--- src/rtl/e1_tx_mf_sched.sv ---
// E1 TX multiframe fetch scheduler: queues MF buffer slots, serves framer byte fetches, sources E-bits.
// Define E1_TX_SCHED_IDLE_FILL_EN to serve IDLE_BYTE with fr_rdy=1 while a multiframe is underrun.
module e1_tx_mf_sched #(
   parameter int unsigned SLOT_W    = 2,
   parameter logic [7:0]  IDLE_BYTE = 8'hd5
) (
   input  logic              clk,
   input  logic              rst,
   input  logic [3:0]        fr_frame,
   input  logic [4:0]        fr_ts,
   input  logic              fr_mf_first,
   input  logic              fr_mf_last,
   input  logic              fr_req,
   output logic [7:0]        fr_data,
   output logic [1:0]        fr_crc_e,
   output logic              fr_rdy,
   output logic [SLOT_W+8:0] buf_addr,
   output logic              buf_re,
   input  logic [7:0]        buf_rdata,
   input  logic [SLOT_W-1:0] sub_slot,
   input  logic              sub_valid,
   output logic              sub_ready,
   output logic [SLOT_W-1:0] done_slot,
   output logic              done_valid,
   output logic              done_underrun,
   input  logic [1:0]        rx_crc_err,
   input  logic              ctrl_flush
);

`ifdef E1_TX_SCHED_IDLE_FILL_EN
   localparam logic FILL_EN = 1'b1;
`else
   localparam logic FILL_EN = 1'b0;
`endif

   localparam int unsigned DEPTH   = 1 << SLOT_W;
   localparam logic [SLOT_W:0] PTR_ONE = {{SLOT_W{1'b0}}, 1'b1};

   typedef enum logic [1:0] {
      ST_IDLE   = 2'd0,
      ST_ACTIVE = 2'd1,
      ST_UNDER  = 2'd2
   } state_e;

   state_e              state_q, state_d;
   logic [SLOT_W-1:0]   cur_slot_q, cur_slot_d;
   logic [SLOT_W-1:0]   fifo_q [DEPTH];
   logic [SLOT_W:0]     wr_ptr_q, wr_ptr_d, rd_ptr_q, rd_ptr_d;
   logic                fifo_empty_s, fifo_full_s, push_s, pop_s, mf_start_s;
   logic [SLOT_W-1:0]   head_slot_s, serve_slot_s;
   logic                serve_mem_s, serve_under_s, underrun_s;

   logic                buf_re_q, s1_under_q, s1_last_q, s2_mem_q, s2_under_q;
   logic [SLOT_W+8:0]   buf_addr_q;
   logic                done_valid_q, done_underrun_q;
   logic [SLOT_W-1:0]   done_slot_q;
   logic [7:0]          fr_data_q, fr_data_d;
   logic                fr_rdy_q, fr_rdy_d;
   logic [1:0]          acc_q, crc_e_q;

   // Pointers carry one extra wrap bit so full and empty are distinguishable.
   assign fifo_empty_s = (wr_ptr_q == rd_ptr_q);
   assign fifo_full_s  = (wr_ptr_q[SLOT_W] != rd_ptr_q[SLOT_W]) &&
                         (wr_ptr_q[SLOT_W-1:0] == rd_ptr_q[SLOT_W-1:0]);
   assign head_slot_s  = fifo_q[rd_ptr_q[SLOT_W-1:0]];
   assign mf_start_s   = fr_req & fr_mf_first;
   assign pop_s        = mf_start_s & ~fifo_empty_s;
   assign push_s       = sub_valid & ~ctrl_flush & (~fifo_full_s | pop_s);

   always_comb begin
      wr_ptr_d = wr_ptr_q;
      rd_ptr_d = rd_ptr_q;
      if (ctrl_flush) begin
         rd_ptr_d = wr_ptr_q;
      end else begin
         if (pop_s) begin
            rd_ptr_d = rd_ptr_q + PTR_ONE;
         end else begin
            rd_ptr_d = rd_ptr_q;
         end
         if (push_s) begin
            wr_ptr_d = wr_ptr_q + PTR_ONE;
         end else begin
            wr_ptr_d = wr_ptr_q;
         end
      end
   end

   always_ff @(posedge clk or posedge rst) begin
      if (rst) begin
         wr_ptr_q <= '0;
         rd_ptr_q <= '0;
         for (int i = 0; i < int'(DEPTH); i++) begin
            fifo_q[i] <= '0;
         end
      end else begin
         wr_ptr_q <= wr_ptr_d;
         rd_ptr_q <= rd_ptr_d;
         if (push_s) begin
            fifo_q[wr_ptr_q[SLOT_W-1:0]] <= sub_slot;
         end
      end
   end

   // A multiframe start is decided in every state; other requests are served per current state.
   always_comb begin
      state_d       = state_q;
      cur_slot_d    = cur_slot_q;
      serve_mem_s   = 1'b0;
      serve_under_s = 1'b0;
      serve_slot_s  = cur_slot_q;
      underrun_s    = 1'b0;
      if (mf_start_s) begin
         if (fifo_empty_s) begin
            state_d       = ST_UNDER;
            serve_under_s = 1'b1;
            underrun_s    = 1'b1;
         end else begin
            state_d      = ST_ACTIVE;
            cur_slot_d   = head_slot_s;
            serve_mem_s  = 1'b1;
            serve_slot_s = head_slot_s;
         end
      end else if (fr_req) begin
         case (state_q)
            ST_ACTIVE: begin
               serve_mem_s = 1'b1;
               state_d     = fr_mf_last ? ST_IDLE : ST_ACTIVE;
            end
            ST_UNDER: begin
               serve_under_s = 1'b1;
               state_d       = fr_mf_last ? ST_IDLE : ST_UNDER;
            end
            ST_IDLE: state_d = ST_IDLE;
            default: state_d = ST_IDLE;
         endcase
      end else begin
         state_d = state_q;
      end
   end

   always_ff @(posedge clk or posedge rst) begin
      if (rst) begin
         state_q    <= ST_IDLE;
         cur_slot_q <= '0;
      end else begin
         state_q    <= state_d;
         cur_slot_q <= cur_slot_d;
      end
   end

   always_ff @(posedge clk or posedge rst) begin
      if (rst) begin
         buf_re_q        <= 1'b0;
         buf_addr_q      <= '0;
         s1_under_q      <= 1'b0;
         s1_last_q       <= 1'b0;
         s2_mem_q        <= 1'b0;
         s2_under_q      <= 1'b0;
         done_valid_q    <= 1'b0;
         done_slot_q     <= '0;
         done_underrun_q <= 1'b0;
      end else begin
         buf_re_q <= serve_mem_s;
         if (serve_mem_s) begin
            buf_addr_q <= {serve_slot_s, fr_frame, fr_ts};
         end
         s1_under_q      <= serve_under_s;
         s1_last_q       <= serve_mem_s & fr_mf_last;
         s2_mem_q        <= buf_re_q;
         s2_under_q      <= s1_under_q;
         done_valid_q    <= buf_re_q & s1_last_q;
         // The slot index rides in the top bits of the read address of the last byte.
         if (buf_re_q & s1_last_q) begin
            done_slot_q <= buf_addr_q[SLOT_W+8:9];
         end
         done_underrun_q <= underrun_s;
      end
   end

   always_comb begin
      fr_data_d = fr_data_q;
      fr_rdy_d  = fr_rdy_q;
      if (s2_mem_q) begin
         fr_data_d = buf_rdata;
         fr_rdy_d  = 1'b1;
      end else if (s2_under_q) begin
         fr_rdy_d  = FILL_EN;
         fr_data_d = FILL_EN ? IDLE_BYTE : fr_data_q;
      end else begin
         fr_data_d = fr_data_q;
         fr_rdy_d  = fr_rdy_q;
      end
   end

   always_ff @(posedge clk or posedge rst) begin
      if (rst) begin
         fr_data_q <= 8'hff;
         fr_rdy_q  <= 1'b0;
      end else begin
         fr_data_q <= fr_data_d;
         fr_rdy_q  <= fr_rdy_d;
      end
   end

   // An error pulse coinciding with the MF start belongs to the new multiframe.
   always_ff @(posedge clk or posedge rst) begin
      if (rst) begin
         acc_q   <= 2'b00;
         crc_e_q <= 2'b11;
      end else if (mf_start_s) begin
         crc_e_q <= ~acc_q;
         acc_q   <= rx_crc_err;
      end else begin
         acc_q   <= acc_q | rx_crc_err;
      end
   end

   assign fr_data       = fr_data_q;
   assign fr_rdy        = fr_rdy_q;
   assign fr_crc_e      = crc_e_q;
   assign buf_re        = buf_re_q;
   assign buf_addr      = buf_addr_q;
   assign sub_ready     = ~fifo_full_s;
   assign done_slot     = done_slot_q;
   assign done_valid    = done_valid_q;
   assign done_underrun = done_underrun_q;

endmodule
--- config.mk ---
export PLATFORM = sky130hd
export DESIGN_NAME = e1_tx_mf_sched
export DESIGN_NICKNAME = d
export VERILOG_FILES = /design/src/rtl/e1_tx_mf_sched.sv
export SDC_FILE = /design/constraint.sdc
export NUM_CORES = 1
export LEC_CHECK = 0
export CAP_MARGIN = 20
export CORE_UTILIZATION = 40
export DETAILED_ROUTE_END_ITERATION = 7
export GPL_TIMING_DRIVEN = 0
export PLACE_DENSITY_LB_ADDON = 0.2
export SLEW_MARGIN = 20
export SYNTH_ARGS = -nofsm -noshare
export SYNTH_HDL_FRONTEND = slang
export SYNTH_SLANG_ARGS = --single-unit
--- constraint.sdc ---
create_clock -name clk -period 2.3 [get_ports clk]
set_input_delay 0.575 -clock clk [delete_from_list [all_inputs] [get_ports clk]]
set_output_delay 0.575 -clock clk [all_outputs]
set_load 0.02 [all_outputs]
==> results of run 1 <==
## report_power, final
group	leakage, nW	internal [W]	switching (W)	total, W
logic	0.697	0.00122	0.00126	0.00248
clock network	0.0516	0.000247	0.000306	0.000553
registers	0.603	0.00133	0.000261	0.00159
total	1.35	0.00280	0.00183	0.00462
## worst paths after layout
check                             end  slack (ps)  cells after the start
setup / recovery            sub_ready         110                      5
hold / removal             s2_under_q         360                      0
setup reg to reg            fifo_q[0]         520                      6
hold reg to reg            s2_under_q         360                      0
max in group asynchronous  fr_data[4]        1110                      3
min in group asynchronous  done_valid         600                      2
## repair_timing
item | 4_1_cts | 5_1_grt
setup endpoints to repair | 1 | 1
resized for setup | 5 | 0
buffers inserted | 2 | 4
pin swaps | 1 | 0
cloned | 0 | 0
## layout by cell type (no fill, tap or decap), types with 3 or more instances in the layout
master,n
clkbuf_1,7
a21o_1,3
buf_2,3
o21ai_0,3
nand4_1,3
inv_1,6
a41oi_2,4
ha_1,7
nand3b_1,5
clkdlybuf4s50_1,53
xor2_1,3
clkbuf_8,6
nor2_1,4
o311ai_0,10
buf_4,6
dfrtp_1,40
buf_6,3
dfstp_2,10
o211ai_1,10
mux2_2,25
nand3_1,3
nand2_1,23
## metal layers
| metal | track usage | vias up | wire length (um) | share of wire |
|---|---|---|---|---|
| li1 | - | 894 | - | - |
| met3 | 0.0322 | 8 | 237 | 0.046 |
| met5 | 0 | - | 0 | 0 |
| met2 | 0.282 | 40 | 2450 | 0.47 |
| met1 | 0.227 | 889 | 2370 | 0.46 |
| met4 | 0.0737 | 0 | 94 | 0.018 |
## sequential cells by signal (all words and copies together) (netlist names), 3 cells and up
register and flops:
fr_data 8, rd_ptr_q 3, buf_addr 11, wr_ptr_q 3, fifo_q 8
## worst register-to-register path: stages (launching register included)
cell and delay (ps):
dfrtp_1 390, buf_2 200, xnor2_4 160, buf_6 130, buf_4 170, a41oi_4 260
mux2_2 360
## cell families (layout without fill, tap and decap cells)
logic type | count (synthesis) | after routing | share of synthesized area
DFF | 51 | 51 | 0.504
and+or+nand+nor | 49 | 49 | 0.0963
AOI/OAI and AO/OA | 43 | 43 | 0.157
muxes | 27 | 27 | 0.128
buffers and inverters | 22 | 90 | 0.0406
xor gates and xnor gates | 8 | 8 | 0.0406
adders and majority gates | 7 | 7 | 0.0342
## stage by stage
| step | hold WS [ps] | area (sq um) | util | total power [W] | std cells |
|---|---|---|---|---|---|
| after detailed placement | 336 | 3210 | 0.530 | 0.00392 | 337 |
| final | 356 | 3370 | 0.556 | 0.00462 | 350 |
| after global placement | 332 | 3190 | 0.527 | 0.00386 | 336 |
| after global routing | 362 | 3370 | 0.556 | 0.00497 | 350 |
| after CTS | 359 | 3340 | 0.551 | 0.00457 | 346 |
| after floorplan | 331 | 2560 | - | 0.00312 | 207 |
## layout make-up
class / count / area [sq um] / area share
plain buffers: 14 / 80.1 / 0.0238
clock buffers: 6 / 82.6 / 0.0245
clock inverters: 2 / 13.8 / 0.00409
inverters: 7 / 26.3 / 0.00780
multi-input cells: 134 / 1180 / 0.350
flip-flops and latches: 51 / 1290 / 0.383
well taps: 75 / 93.8 / 0.0279
repair buffers: 61 / 604 / 0.179
==> results.yml, run 1 <==
status:
  status: "finished, final reports clean"
synthesis:
  yosysTopAreaCell: "dfrtp_1"
  synth.distinct_cells: 46
  synth_area_per_cell_sq_um: 12.4
  synth_area_leaders: "dfrtp_1 (40%), mux2_2 (11%), dfstp_2 (10%), ha_1 (3.4%), o311ai_0 (3.4%)"
  synth_nets: 242
  synthTopCellsByCount: "dfrtp_1 (41), mux2_2 (25), nand2_1 (23)"
  netlist_area_sq_um: 2560
  yosysSeqAreaShare: 0.504
  synth-edff-count: 0
  ys_seq_elements: 51
  yosys_warnings: 0
  synth-async-reset-ratio: 1.00
  synthFlopType: "dfrtp_1"
  post-synth-top-count-cell: "dfrtp_1"
  synth_top_area_share: 0.401
  synth_cells: 207
placed_design:
  port-buffer-count: 54
  dp_hpwl_mm: 3.77
  gp_congestion: 0.769
  pre_cts_slack_ps: -131
clocking:
  ctsHoldBuffers: 0
  cts_made_buffers: 5
  cts_buffer_depth: 2
  clock_latency_ps: 310
  htree_levels: 2
  cts_tree: "yes"
  clk_pin_slew_worst_paths_ps: 100
  clk_root_buffer_cell: "clkbuf_8"
  cts_sinks: 51
setup_path:
  cp_data_required_time_ps: 1730
  cp-start-kind: "flop"
  slowest_stage: "dfrtp_1"
  critical-path-max-stage-delay_ps: 390
  cpLargestDelayFamily: "buffers and inverters"
  cp_max_fo: 6
  startpoint: "rd_ptr_q[0]"
  setup.worst_path.class: "reg -> out"
  r2r-start: "rd_ptr_q[0]"
  arrival_ps: 1610
  crit_path_end_kind: "output port"
  crit_chain: "buf_2 -> xnor2_4 -> buf_6 -> nand3_1 -> dlygate4sd2_1"
  path_buf_inv: 3
global_route:
  grt_max_degree: 31
  overflow: 0
  grt_pass1_vias: 1804
  antenna_found_initial: 0
  grt_pass1_wl_mm: 8.70
  grt_usage: 0.174
routing:
  wire_per_inst_um: 14.7
  ant_nets: 0
  first_iter_violations: 95
  routed_wirelength_mm: 5.15
  firstDrtPassIters: 4
  vias: 1831
  drc: 0
  routed_via_density: 5.23
floorplan:
  die_w_um: 82.0
  io_pins: 56
  initial_core_util: 0.422
  rows: 28
  die-area_sq_um: 6720
  chipHeight_um: 82.0
  core_sq_um: 6060
job:
  drv_cap: 0
layout:
  drive_gt1_frac: 0.258
  syn_to_final_growth_pct: 31.6
  fillers: 526
  nets: 309
  diodes: 0
sta:
  tns_ps: 0
  slew_violations: 0
  rsz0062_at_grt: "no"
  hold_viol_final: 0
  fin_ws_ps: 112
  timing.fmax_ghz: 0.457
  setup_viol: 0
  worst_slew_pin_slew_ps: 567
  relSlewSlack: 0.619
  fin_worst_skew_ps: 11.6
  fin_crit_sh: 0.952
  finalCriticalPeriod_ps: 2190
min_path:
  hp-start: "s1_under_q"
  hp-class: "reg -> reg"
power:
  p_leak_nw: 1.35
  powerDensity_nw_per_um2: 1370
  vdd_drop_max_v: 0.000667
Power figures use the tool's default switching activity.
==> run 2: changes to the inputs <==
==> constraint.sdc (replaced) <==
create_clock -name clk -period 2.5 [get_ports clk]
set_input_delay 0.625 -clock clk [delete_from_list [all_inputs] [get_ports clk]]
set_output_delay 0.625 -clock clk [all_outputs]
set_load 0.02 [all_outputs]
==> results.yml, run 2 (synthesis gave the netlist of run 1 again) <==
layout:
  final_common_cell: "clkdlybuf4s50_1"
  mostFrequentLayoutCells: "clkdlybuf4s50_1 (53), dfrtp_1 (40), mux2_2 (25)"
  nets: 304
  diodes: 0
  fin_util: 0.546
  fillers: 539
  largest_reg_flops: 11
  syn_to_final_growth_pct: 29.4
  drive_gt1_frac: 0.244
clocking:
  clock_latency_ps: 310
  ctsHoldBuffers: 0
  cts_tree: "yes"
  clk_root_buffer_cell: "clkbuf_8"
  cts_buffer_depth: 2
  clk_pin_slew_worst_paths_ps: 90
  htree_levels: 2
  cts_sinks: 51
  cts_made_buffers: 5
global_route:
  overflow: 0
  antenna_found_initial: 0
  grt_usage: 0.172
  grt_max_degree: 31
  grt_pass1_vias: 1789
  grt_pass1_wl_mm: 8.63
floorplan:
  rows: 28
  chipHeight_um: 82.0
  die-area_sq_um: 6720
  initial_core_util: 0.422
  die_w_um: 82.0
  io_pins: 56
  core_sq_um: 6060
setup_path:
  cp-start-kind: "flop"
  setup.worst_path.class: "reg -> out"
  r2r_end: "cur_slot_q[0]"
  arrival_ps: 1760
  cp_max_fo: 10
  reg2reg_slack_ps: 760
  r2r-start: "rd_ptr_q[1]"
  crit_path_end_kind: "output port"
  r2r_cells: 5
  cp_data_required_time_ps: 1880
sta:
  hold_viol_final: 0
  slew_violations: 0
  setup_viol: 0
  worst_slew_pin_slew_ps: 575
  relSlewSlack: 0.614
  fin_worst_skew_ps: 11.7
  fin_crit_sh: 0.953
  rsz0062_at_grt: "no"
  fin_hold_ws_ps: 355
  timing.fmax_ghz: 0.420
  finalCriticalPeriod_ps: 2380
routing:
  firstDrtPassIters: 4
  route.met2.wl_mm: 2.37
  drc: 0
  ant_nets: 0
  vias: 1796
  routed_via_density: 5.21
  wire_per_inst_um: 14.7
  wl_met3_um: 232
  first_iter_violations: 149
  routed_wirelength_mm: 5.07
  route.layer.met1.wl_mm: 2.37
  top_layer_used: "met4"
power:
  powerDensity_nw_per_um2: 1230
  vdd_drop_max_v: 0.000614
  p_leak_nw: 1.32
  power_w: 0.00407
min_path:
  hp-start: "s1_under_q"
  hold_path_depth: 0
  hp-class: "reg -> reg"
  hold-path-endpoint: "s2_under_q"
status:
  status: "finished, final reports clean"
placed_design:
  gp_congestion: 0.769
  dp_hpwl_mm: 3.77
  port-buffer-count: 54
job:
  drv_cap: 0
==> run 2: changes by cell type in the layout (fill, tap and decap cells not counted), sizes merged <==
| cell | before | now |
|---|---|---|
| buf | 13 | 8 |
==> run 2: stage by stage <==
step	std cells	instance area (sq um)	setup slack (ps)	TNS [ps]
floorplan	207	2560	662	0
detailed placement	337	3210	19.4	0
global route	345	3310	6.64	0
global placement	336	3190	-326	-13250
CTS	344	3300	38.4	0
finish	345	3310	117	0
==> run 2: routing by layer <==
| metal | track usage | up-vias |
|---|---|---|
| li1 | - | 882 |
| met1 | 0.224 | 870 |
| met2 | 0.280 | 36 |
| met3 | 0.0322 | 8 |
| met4 | 0.0737 | 0 |
| met5 | 0 | - |
==> run 2: timing repair <==
item / CTS / global route
resized for setup: 2 / 0
pin swaps: 0 / 1
setup endpoints to repair: 1 / 1
buffers inserted: 0 / 1
==> run 2: worst max-delay path by stage <==
stage,start,to,slack (ps),cells past startpoint
2_1_floorplan,rst,acc_q[0],660,1
3_3_place_gp,rst,wr_ptr_q[1],-330,2
3_5_place_dp,fr_mf_first,rd_ptr_q[2],20,5
4_1_cts,rd_ptr_q[1],sub_ready,40,4
5_1_grt,rd_ptr_q[0],sub_ready,7,5
6_report,rd_ptr_q[0],sub_ready,120,5
==> run 2: where the power goes <==
part,total [W],internal [W],switching [W]
Sequential,0.00146,0.00122,0.000234
Combinational,0.00211,0.000993,0.00112
Clock,0.000504,0.000227,0.000278
==> run 2: worst max-delay path, cell delays in order, from the launching register on <==
cell and delay, ps:
dfrtp_1 390, buf_2 190, xnor2_2 200, buf_4 230, nand3_1 100, dlygate4sd2_1 340
==> run 2: cell type report <==
type / instances / area [sq um] / share of cell area
Inverter: 7 / 26.3 / 0.00793
Clock buffer: 6 / 82.6 / 0.0249
Tap cell: 75 / 93.8 / 0.0283
Clock inverter: 2 / 13.8 / 0.00416
Multi-Input combinational cell: 134 / 1170 / 0.352
Timing Repair Buffer: 56 / 567 / 0.171
Buffer: 14 / 72.6 / 0.0219
Sequential cell: 51 / 1290 / 0.389
==> run 3: changes to the inputs <==
==> constraint.sdc (replaced) <==
create_clock -name clk -period 2.5 [get_ports clk]
set_input_delay 0.25 -clock clk [delete_from_list [all_inputs] [get_ports clk]]
set_output_delay 0.25 -clock clk [all_outputs]
set_load 0.01 [all_outputs]
==> results.yml, run 3 (synthesis gave the netlist of run 1 again) <==
layout:
  diodes: 0
  final_common_cell: "clkdlybuf4s50_1"
  syn_to_final_growth_pct: 29.3
  fillers: 539
  final_area_sq_um: 3310
  drive_gt1_frac: 0.241
  nets: 304
  largest_reg_flops: 11
  mostFrequentLayoutCells: "clkdlybuf4s50_1 (54), dfrtp_1 (41), mux2_2 (25)"
  fin_cells: 345
placed_design:
  port-buffer-count: 54
  gp_congestion: 0.769
  placed_cell_area_sq_um: 3210
  dp_hpwl_mm: 3.77
  dp_cells: 337
setup_path:
  r2r_end: "rd_ptr_q[0]"
  cp_max_fo: 10
  crit_path_end_kind: "output port"
  path_buf_inv: 3
  arrival_ps: 2060
  reg2reg_slack_ps: 750
  cp-start-kind: "flop"
  setup.worst_path.class: "reg -> out"
  cpLargestDelayFamily: "buffers and inverters"
  r2r-start: "rd_ptr_q[2]"
  slowest_stage: "clkdlybuf4s50_1"
  cp_data_required_time_ps: 2250
  critical-path-max-stage-delay_ps: 500
  crit_chain: "xor2_2 -> buf_4 -> buf_2 -> nand3_1 -> clkdlybuf4s50_1"
  r2r_cells: 5
routing:
  vias: 1798
  routed_wirelength_mm: 5.08
  route.met2.wl_mm: 2.38
  firstDrtPassIters: 4
  ant_nets: 0
  top_layer_used: "met4"
  first_iter_violations: 100
  drc: 0
  routed_via_density: 5.21
  route.layer.met1.wl_mm: 2.38
  wl_met3_um: 225
  wire_per_inst_um: 14.7
power:
  seq_power_share: 0.372
  p_int_w: 0.00244
  combinationalPowerShare: 0.499
  powerDensity_nw_per_um2: 1180
  vdd_drop_max_v: 0.000556
  power.switching_w: 0.00147
  sw_frac_of_total: 0.377
  power_frac_clock: 0.129
  power_w: 0.00391
  p_leak_nw: 1.33
clocking:
  cts_sinks: 51
  cts_tree: "yes"
  cts_setup_buffers: 0
  cts_resized: 0
  ctsHoldBuffers: 0
  clk_root_buffer_cell: "clkbuf_8"
  clock_latency_ps: 310
  htree_levels: 2
  clk_pin_slew_worst_paths_ps: 90
  cts_made_buffers: 5
  cts_buffer_depth: 2
floorplan:
  core_sq_um: 6060
  die_w_um: 82.0
  chipHeight_um: 82.0
  rows: 28
  die-area_sq_um: 6720
  initial_core_util: 0.422
  io_pins: 56
global_route:
  antenna_found_initial: 0
  grt_usage: 0.173
  grt_pass1_vias: 1795
  overflow: 0
  grt_max_degree: 31
  grt_pass1_wl_mm: 8.64
sta:
  relSlewSlack: 0.624
  fin_crit_sh: 0.923
  rsz0062_at_grt: "no"
  tns_ps: 0
  finalCriticalPeriod_ps: 2310
  hold_viol_final: 0
  slew_violations: 0
  fin_worst_skew_ps: 11.9
  worst_slew_pin_slew_ps: 559
  timing.fmax_ghz: 0.433
  setup_viol: 0
  fin_hold_ws_ps: 240
status:
  status: "finished, final reports clean"
job:
  drv_cap: 0
min_path:
  hp-start: "fr_req"
  hp-class: "in -> reg"
  hold_path_depth: 2
  hold-path-endpoint: "state_q[1]"
[run 3: cell count changes in the layout (fill, tap and decap cells not counted)]
cell,change
dlygate4sd2_1,-1
dfrtp_1,+1
dfrtp_2,-1
buf_4,-1
buf_2,+1
clkdlybuf4s50_1,+1
[run 3: through the flow]
stage               setup slack, ps  utilization
floorplan                       935            -
global placement               49.0        0.527
detailed placement              394        0.530
CTS                             153        0.546
global route                   68.9        0.546
finish                          191        0.546
[run 3: cell type report]
| cell class | instances | area (sq um) | share of cell area |
|---|---|---|---|
| tap | 75 | 93.8 | 0.0284 |
| sequential | 51 | 1290 | 0.389 |
| buffer | 15 | 77.6 | 0.0234 |
| inverter | 7 | 26.3 | 0.00794 |
| multi-input combinational | 134 | 1170 | 0.352 |
| timing repair buffer | 55 | 561 | 0.169 |
| clock buffer | 6 | 82.6 | 0.0250 |
| clock inverter | 2 | 13.8 | 0.00416 |
[run 3: how the worst max path moves through the flow]
stage	cells after the start	start	to
after detailed placement	5	fr_mf_first	rd_ptr_q[2]
after floorplan	5	rd_ptr_q[0]	fifo_q[0]
final	5	rd_ptr_q[2]	sub_ready
after global routing	5	rd_ptr_q[2]	sub_ready
after global placement	2	rst	wr_ptr_q[1]
after CTS	5	rd_ptr_q[2]	sub_ready
[run 3: power by group through the flow]
| stage | logic, W | clock network, W | registers [W] |
|---|---|---|---|
| after floorplan | 0.00119 | 0 | 0.00153 |
| after global placement | 0.00194 | 0 | 0.00146 |
| after detailed placement | 0.00197 | 0 | 0.00148 |
| after CTS | 0.00198 | 0.000527 | 0.00147 |
| after global routing | 0.00217 | 0.000554 | 0.00150 |
| final | 0.00195 | 0.000503 | 0.00146 |
[run 3: metal layers]
metal | vias to the layer above | GRT usage
li1 | 883 | -
met1 | 871 | 0.222
met2 | 36 | 0.283
met3 | 8 | 0.0322
met4 | 0 | 0.0737
met5 | - | 0
